<file path="src/rtl/mux2_reg_if.sv">
// mux2_reg_if: data/select/enable inputs and registered status outputs of mux2_reg.
// Optional parity output y_par is present only when MUX2_REG_PARITY_EN is defined.
interface mux2_reg_if #(
  parameter int unsigned WIDTH = 1,
  parameter int unsigned CNT_W = 8
);
  logic             en;
  logic [WIDTH-1:0] a;
  logic [WIDTH-1:0] b;
  logic             s;
  logic [WIDTH-1:0] y;
  logic             y_valid;
  logic             sel_q;
  logic [CNT_W-1:0] swcnt;
`ifdef MUX2_REG_PARITY_EN
  logic             y_par;

  modport master (
    output en, a, b, s,
    input  y, y_valid, sel_q, swcnt, y_par
  );
  modport slave (
    input  en, a, b, s,
    output y, y_valid, sel_q, swcnt, y_par
  );
`else
  modport master (
    output en, a, b, s,
    input  y, y_valid, sel_q, swcnt
  );
  modport slave (
    input  en, a, b, s,
    output y, y_valid, sel_q, swcnt
  );
`endif
endinterface

</file>
<file path="src/rtl/mux2_reg.sv">
// mux2_reg: registered 2:1 mux with select copy, valid flag and saturating
// select-toggle counter. Define MUX2_REG_PARITY_EN to add the registered
// parity output y_par (XOR of the value loaded into y).
module mux2_reg #(
  parameter int unsigned WIDTH = 1,
  parameter int unsigned CNT_W = 8
) (
  input  logic     clk,
  input  logic     rst,   // asynchronous, active-low
  mux2_reg_if.slave bus
);

  logic [WIDTH-1:0] y_q, y_d;
  logic             valid_q, valid_d;
  logic             s_q, s_d;
  logic [CNT_W-1:0] cnt_q, cnt_d;
`ifdef MUX2_REG_PARITY_EN
  logic             par_q, par_d;
`endif

  // Next state: capture on enable; count a select change only against a valid prior capture.
  always_comb begin
    y_d     = y_q;
    s_d     = s_q;
    valid_d = 1'b0;
    cnt_d   = cnt_q;
    if (bus.en) begin
      y_d     = bus.s ? bus.b : bus.a;
      s_d     = bus.s;
      valid_d = 1'b1;
      if (valid_q && (bus.s != s_q) && (cnt_q != {CNT_W{1'b1}})) begin
        cnt_d = cnt_q + CNT_W'(1);
      end
    end
`ifdef MUX2_REG_PARITY_EN
    par_d = ^y_d;
`endif
  end

  // State registers with asynchronous active-low clear.
  always_ff @(posedge clk or negedge rst) begin
    if (!rst) begin
      y_q     <= '0;
      valid_q <= 1'b0;
      s_q     <= 1'b0;
      cnt_q   <= '0;
`ifdef MUX2_REG_PARITY_EN
      par_q   <= 1'b0;
`endif
    end else begin
      y_q     <= y_d;
      valid_q <= valid_d;
      s_q     <= s_d;
      cnt_q   <= cnt_d;
`ifdef MUX2_REG_PARITY_EN
      par_q   <= par_d;
`endif
    end
  end

  assign bus.y       = y_q;
  assign bus.y_valid = valid_q;
  assign bus.sel_q   = s_q;
  assign bus.swcnt   = cnt_q;
`ifdef MUX2_REG_PARITY_EN
  assign bus.y_par   = par_q;
`endif

endmodule

</file>
<file path="src/flat_wrapper.sv">
// flat-port wrapper written by rule: the top's interface ports become plain ports
module mux2_reg_flat 
#(
  parameter int unsigned WIDTH = 1,
  parameter int unsigned CNT_W = 8
)
  (clk, rst, bus_en, bus_a, bus_b, bus_s, bus_y, bus_y_valid, bus_sel_q, bus_swcnt);
  mux2_reg_if #(.WIDTH(WIDTH), .CNT_W(CNT_W)) bus_i ();
  input  logic clk;
  input  logic rst;
  input wire logic [$bits(bus_i.en)-1:0] bus_en;
  input wire logic [$bits(bus_i.a)-1:0] bus_a;
  input wire logic [$bits(bus_i.b)-1:0] bus_b;
  input wire logic [$bits(bus_i.s)-1:0] bus_s;
  output wire logic [$bits(bus_i.y)-1:0] bus_y;
  output wire logic [$bits(bus_i.y_valid)-1:0] bus_y_valid;
  output wire logic [$bits(bus_i.sel_q)-1:0] bus_sel_q;
  output wire logic [$bits(bus_i.swcnt)-1:0] bus_swcnt;
  assign bus_i.en = bus_en;
  assign bus_i.a = bus_a;
  assign bus_i.b = bus_b;
  assign bus_i.s = bus_s;
  assign bus_y = bus_i.y;
  assign bus_y_valid = bus_i.y_valid;
  assign bus_sel_q = bus_i.sel_q;
  assign bus_swcnt = bus_i.swcnt;
  mux2_reg #(.WIDTH(WIDTH), .CNT_W(CNT_W)) u_core (.clk(clk), .rst(rst), .bus(bus_i));
endmodule
</file>
<file path="config.mk">
export PLATFORM = sky130hd
export DESIGN_NAME = mux2_reg_flat
export DESIGN_NICKNAME = d
export VERILOG_FILES = /design/src/rtl/mux2_reg_if.sv /design/src/rtl/mux2_reg.sv /design/src/flat_wrapper.sv
export SDC_FILE = /design/constraint.sdc
export NUM_CORES = 1
export LEC_CHECK = 0
export BUFFER_PORTS_ARGS = -buffer_cell sky130_fd_sc_hd__buf_2
export CAP_MARGIN = 10
export CORE_AREA = 2 2 39 41
export DETAILED_ROUTE_END_ITERATION = 6
export DIE_AREA = 0 0 41 43
export HOLD_SLACK_MARGIN = 0.12
export PLACE_DENSITY_LB_ADDON = 0.1
export SETUP_SLACK_MARGIN = 0.15
export SYNTH_ARGS = -nofsm -noshare
export SYNTH_HDL_FRONTEND = slang
export SYNTH_SLANG_ARGS = --single-unit
</file>
<file path="constraint.sdc">
create_clock -name clk -period 2.85 [get_ports clk]
set_input_delay 0.57 -clock clk [delete_from_list [all_inputs] [get_ports clk]]
set_output_delay 0.57 -clock clk [all_outputs]
set_load 0.03 [all_outputs]
</file>
### Yosys cells after proc, flatten, opt, wreduce, memory -nomap -nowiden

Index checks and enable logic that the tools add are counted.
W data, S select, Z words.

* bits in registers: 11
* latch bits: 0
* bits in writable memories: 0
* memory bits (read-only): 0
* bits of input ports: 6
* output and inout port bits: 11
* word-level logic and storage cells: 12
* memories kept: 0

* $add $sub $neg: 1
* multipliers: 0
* div/mod/pow operators: 0
* magnitude comparators: 0
* equal/unequal tests: 2
* shift-type cells: 0
* mux-type cells: 2
* bitwise operators: 0
* reductions and logical operators: 3

Operators by type and width (number)
* $add A8 B1 Y8 const B: 1
* $ne A8 B8 Y1 const B: 1
* $logic_and A1 B1 Y1: 2
* $mux W1: 2
* $reduce_and A2 Y1: 1
* $ne A1 B1 Y1: 1

### Logic depth before layout (Yosys ltp)

* depth in word-level cells: 4
* mapped depth: 5
* depth with buffers taken out: 5

### Least setup slack after synthesis

No wires, ideal clock.

* kind: reg-to-reg
* from: register u_core.cnt_q[0], in the netlist u_core.bus.swcnt[0]
* to: register u_core.cnt_q[1], in the netlist u_core.bus.swcnt[1]
* setup time: 125 ps
* arrival time: 1539 ps
* data required time: 2725 ps
* slack: 1187 ps
* stages on the path, launching flop included: 6
* path buffers: 0
* clock period less this slack: 1663 ps
* cell sequence: dfrtp_1 -> ha_1 -> nand4_1 -> nor2_1 -> nor2_1 -> mux2_2

* longest elaborated chain between the ends: 3
* elaborated cells on any way between the ends: 4
* those cells by class: add/sub (1); eq/ne (1); reduce/logical (2)

RTL lines
* from (decl): RTL line mux2_reg.sv:16 `logic [CNT_W-1:0] cnt_q, cnt_d;`
* from (signal assigned): RTL line mux2_reg.sv:54 `cnt_q <= cnt_d;`
* branches (longest 3 deep; another with $add A8 B1 Y8)

Parallel ways; which one is timed is not known.
A chain may end at the register's enable or synchronous reset.

### Final worst setup path

Ends and elaborated chain as after synthesis.

==> impl_metrics.yaml <==
clocking:
  tritoncts_clock_tree: "built"
  tritoncts.num_buffers: 3
  tritoncts_num_sinks: 11
  cts_htree_levels: 1
  cts_root_buf: "sky130_fd_sc_hd__clkbuf_4"
  post_cts.repair.setup_buffers: 0
  postCtsResizedCells: 0
  clk_pin_slew_worst_paths_ps: 70
  cts-root-to-sink-buffers: 2
  clkLatencyLatePin_ps: 270
  holdBufCountCts: 0
pwr:
  vdd_drop_max_v: 0.000332
  power_leakage_uw: 0.000317
  power.net_switching_uw: 224
  seq_power_share_pct: 44.6
  cellPowerDensity_nw_per_um2: 858
  p_int_uw: 311
  comb_power_share_pct: 35.2
  sw_frac_of_total_pct: 41.9
  power.share.clock_pct: 20.1
sta:
  max_clock_freq_mhz: 611
  maxSlewViolCount: 0
  timing.setup.tns_ps: 0
  finalHoldViolCount: 0
  grt_setup_unrepaired: "no"
  fin_crit_ps: 1640
  setup_viol: 0
  max_slew_margin_pct: 77.8
  share_of_the_clock_period_used_by_the_worst_path_after_layout_pct: 57.4
  postLayoutSetupSlackWorst_ps: 1210
  timing.hold.ws_ps: 155
  finalClockSkew_ps: 3.49
  worstMarginPinSlew_ps: 328
critical_path:
  reg2reg_from: "u_core.bus.swcnt[0]"
  worst_r2r_path_depth: 5
  crit_path_max_fanout: 4
  rrSetupSlack_ps: 1210
  critPathKind: "reg -> reg"
  r2r_end: "u_core.bus.swcnt[1]"
  setup.worst_path.end_class: "flip-flop"
  worstPathRequired_ps: 3010
  timing.critical_path.arrival_ps: 1790
  timing.critical_path.from_type: "flip-flop"
layout:
  flow.area_growth_from_synthesis_pct: 23.6
  design.final.nets: 72
  antenna-diode-count: 0
  final_area_um2: 623
  nFillCells: 154
  share_of_layout_cells_above_drive_strength_1_pct: 32.8
  finalCoreUtilization_pct: 45.0
route:
  route.detailed.drc: 0
  drtAntennaViolNets: 0
  viasPerCell: 4.99
  dr_total_vias: 399
  drt-initial-drc-count: 6
  detail_route.wirelength_um: 944
  drt_pre_antenna_iters: 2
  wire_per_inst_um: 11.8
floorplan:
  die-area_um2: 1760
  coreArea_um2: 1380
  dieWidth_um: 41
  placement_rows: 14
  pin_count: 17
  die_h_um: 43
  start_util_pct: 36.4
worst_hold_path:
  hold_path.class: "in -> async"
placed_design:
  dpl.hpwl_um: 717
  pre_cts_ws_ps: 1090
  number_of_i_o_port_buffers: 16
  dpl_cell_area_um2: 597
  routability_congestion_estimate_from_global_placement: 0.669
global_route:
  grt_start_max_net_pins: 12
  grt_antenna_before_repair: 0
  grt_overflow_total: 0
  first_global_vias: 364
  grt_pass1_wl_mm: 1.55
  grtUsageTotal_pct: 13.4
yosys:
  synthesis.instances: 45
  ys_warn_count: 0
  mappedNetlistArea_um2: 504
  synth.largest_area_cell: "sky130_fd_sc_hd__dfrtp_1"
  synth.ff_latch_count: 11
  synth_area_per_cell_um2: 11.2
  synth_top_area_share_pct: 54.6
  synth.yosys.seq_area_share_pct: 54.6
  synth.distinct_cells: 18
  synthesis.nets: 52
  synthTopCellsByArea: "sky130_fd_sc_hd__dfrtp_1 (55%), sky130_fd_sc_hd__xor2_1 (5.2%), sky130_fd_sc_hd__mux2_1 (4.5%)"
status:
  result_of_the_run: "complete, no violations"
flow_run:
  cap_violations: 0
==> cells in the mapped netlist <==
library cell / count
sky130_fd_sc_hd__mux2i_1: 1
sky130_fd_sc_hd__a41oi_1: 1
sky130_fd_sc_hd__mux2_1: 2
sky130_fd_sc_hd__nand4_1: 3
sky130_fd_sc_hd__nor4b_1: 1
sky130_fd_sc_hd__and3_1: 1
sky130_fd_sc_hd__ha_1: 1
sky130_fd_sc_hd__mux2_2: 2
sky130_fd_sc_hd__nand2_1: 3
sky130_fd_sc_hd__buf_4: 1
sky130_fd_sc_hd__a31oi_1: 3
sky130_fd_sc_hd__dfrtp_1: 11
sky130_fd_sc_hd__xor2_1: 3
sky130_fd_sc_hd__nand3_1: 3
sky130_fd_sc_hd__a21oi_1: 3
sky130_fd_sc_hd__inv_1: 1
sky130_fd_sc_hd__nor2b_1: 1
sky130_fd_sc_hd__nor2_1: 4
==> routing by layer <==
layer | global-route usage, % | share of wire [%] | vias to the layer above | wire, um
met5 | 0 | 0 | - | 0
met4 | 10.0 | 2.2 | 0 | 21
met3 | 3.14 | 6.4 | 4 | 60
met2 | 18.4 | 45 | 12 | 426
met1 | 17.5 | 46 | 181 | 435
li1 | - | - | 202 | -
==> how the worst max path moves through the flow <==
stage / from / to / slack, ps / cells past startpoint
after CTS: u_core.bus.swcnt[0] / u_core.bus.swcnt[1] / 1220 / 5
after global placement: bus_s / u_core.bus.swcnt[1] / 1080 / 5
after floorplan: u_core.bus.swcnt[0] / u_core.bus.swcnt[1] / 1190 / 5
after detailed placement: bus_s / u_core.bus.swcnt[1] / 1090 / 5
after global routing: u_core.bus.swcnt[0] / u_core.bus.swcnt[1] / 1150 / 5
final: u_core.bus.swcnt[0] / u_core.bus.swcnt[1] / 1210 / 5
==> cells in the final DEF, fill, tap and decap left out <==
master	count
sky130_fd_sc_hd__nand3_1	3
sky130_fd_sc_hd__a41oi_1	1
sky130_fd_sc_hd__dfrtp_1	11
sky130_fd_sc_hd__nor4b_1	1
sky130_fd_sc_hd__and3_1	1
sky130_fd_sc_hd__nor2_1	4
sky130_fd_sc_hd__nand2_1	3
sky130_fd_sc_hd__clkbuf_4	3
sky130_fd_sc_hd__ha_1	1
sky130_fd_sc_hd__buf_2	16
sky130_fd_sc_hd__mux2i_1	1
sky130_fd_sc_hd__mux2_1	2
sky130_fd_sc_hd__nand4_1	3
sky130_fd_sc_hd__mux2_2	2
sky130_fd_sc_hd__xor2_1	3
sky130_fd_sc_hd__a31oi_1	3
sky130_fd_sc_hd__a21oi_1	3
sky130_fd_sc_hd__clkbuf_1	1
sky130_fd_sc_hd__inv_1	1
sky130_fd_sc_hd__nor2b_1	1
==> layout make-up <==
cell class | instances | area, um^2 | area share (%)
Clock buffer | 4 | 26.3 | 4.22
Sequential cell | 11 | 275 | 44.2
Inverter | 1 | 3.75 | 0.602
Tap cell | 16 | 20.0 | 3.21
Timing Repair Buffer | 16 | 80.1 | 12.9
Multi-Input combinational cell | 32 | 218 | 34.9
==> through the flow <==
stage | total power (uW) | cells
2_1_floorplan | 369 | 45
3_3_place_gp | 429 | 76
3_5_place_dp | 431 | 76
4_1_cts | 540 | 80
5_1_grt | 573 | 80
6_report | 535 | 80
==> power by group through the flow <==
| stage | logic, uW | clock network (uW) | registers (uW) |
|---|---|---|---|
| after floorplan | 59.0 | 0 | 310 |
| after global placement | 188 | 0 | 241 |
| after detailed placement | 190 | 0 | 241 |
| after CTS | 190 | 112 | 238 |
| after global routing | 204 | 122 | 248 |
| final | 188 | 108 | 239 |
==> cell families after synthesis <==
family          count (synthesis)  share of synthesized area, %
flops                          11                          54.6
buf+inv                         2                          2.23
mux                             5                          10.9
fa+ha+maj                       1                          2.48
xor+xnor                        3                          5.21
compound gates                  7                          8.44
simple gates                   16                          16.1
==> worst max-delay path, cell delays in order (launching register included) <==
cell,delay [ps]
sky130_fd_sc_hd__dfrtp_1,420
sky130_fd_sc_hd__ha_1,260
sky130_fd_sc_hd__nand4_1,150
sky130_fd_sc_hd__nor2_1,80
sky130_fd_sc_hd__nor2_1,240
sky130_fd_sc_hd__mux2_2,370
==> flip-flops by register name, indices dropped and copies added (netlist names) <==
signal / count
u_core.bus.sel_q: 1
u_core.bus.swcnt: 8
u_core.bus.y: 1
u_core.bus.y_valid: 1
Note: power is estimated with default switching activity, not from simulation.
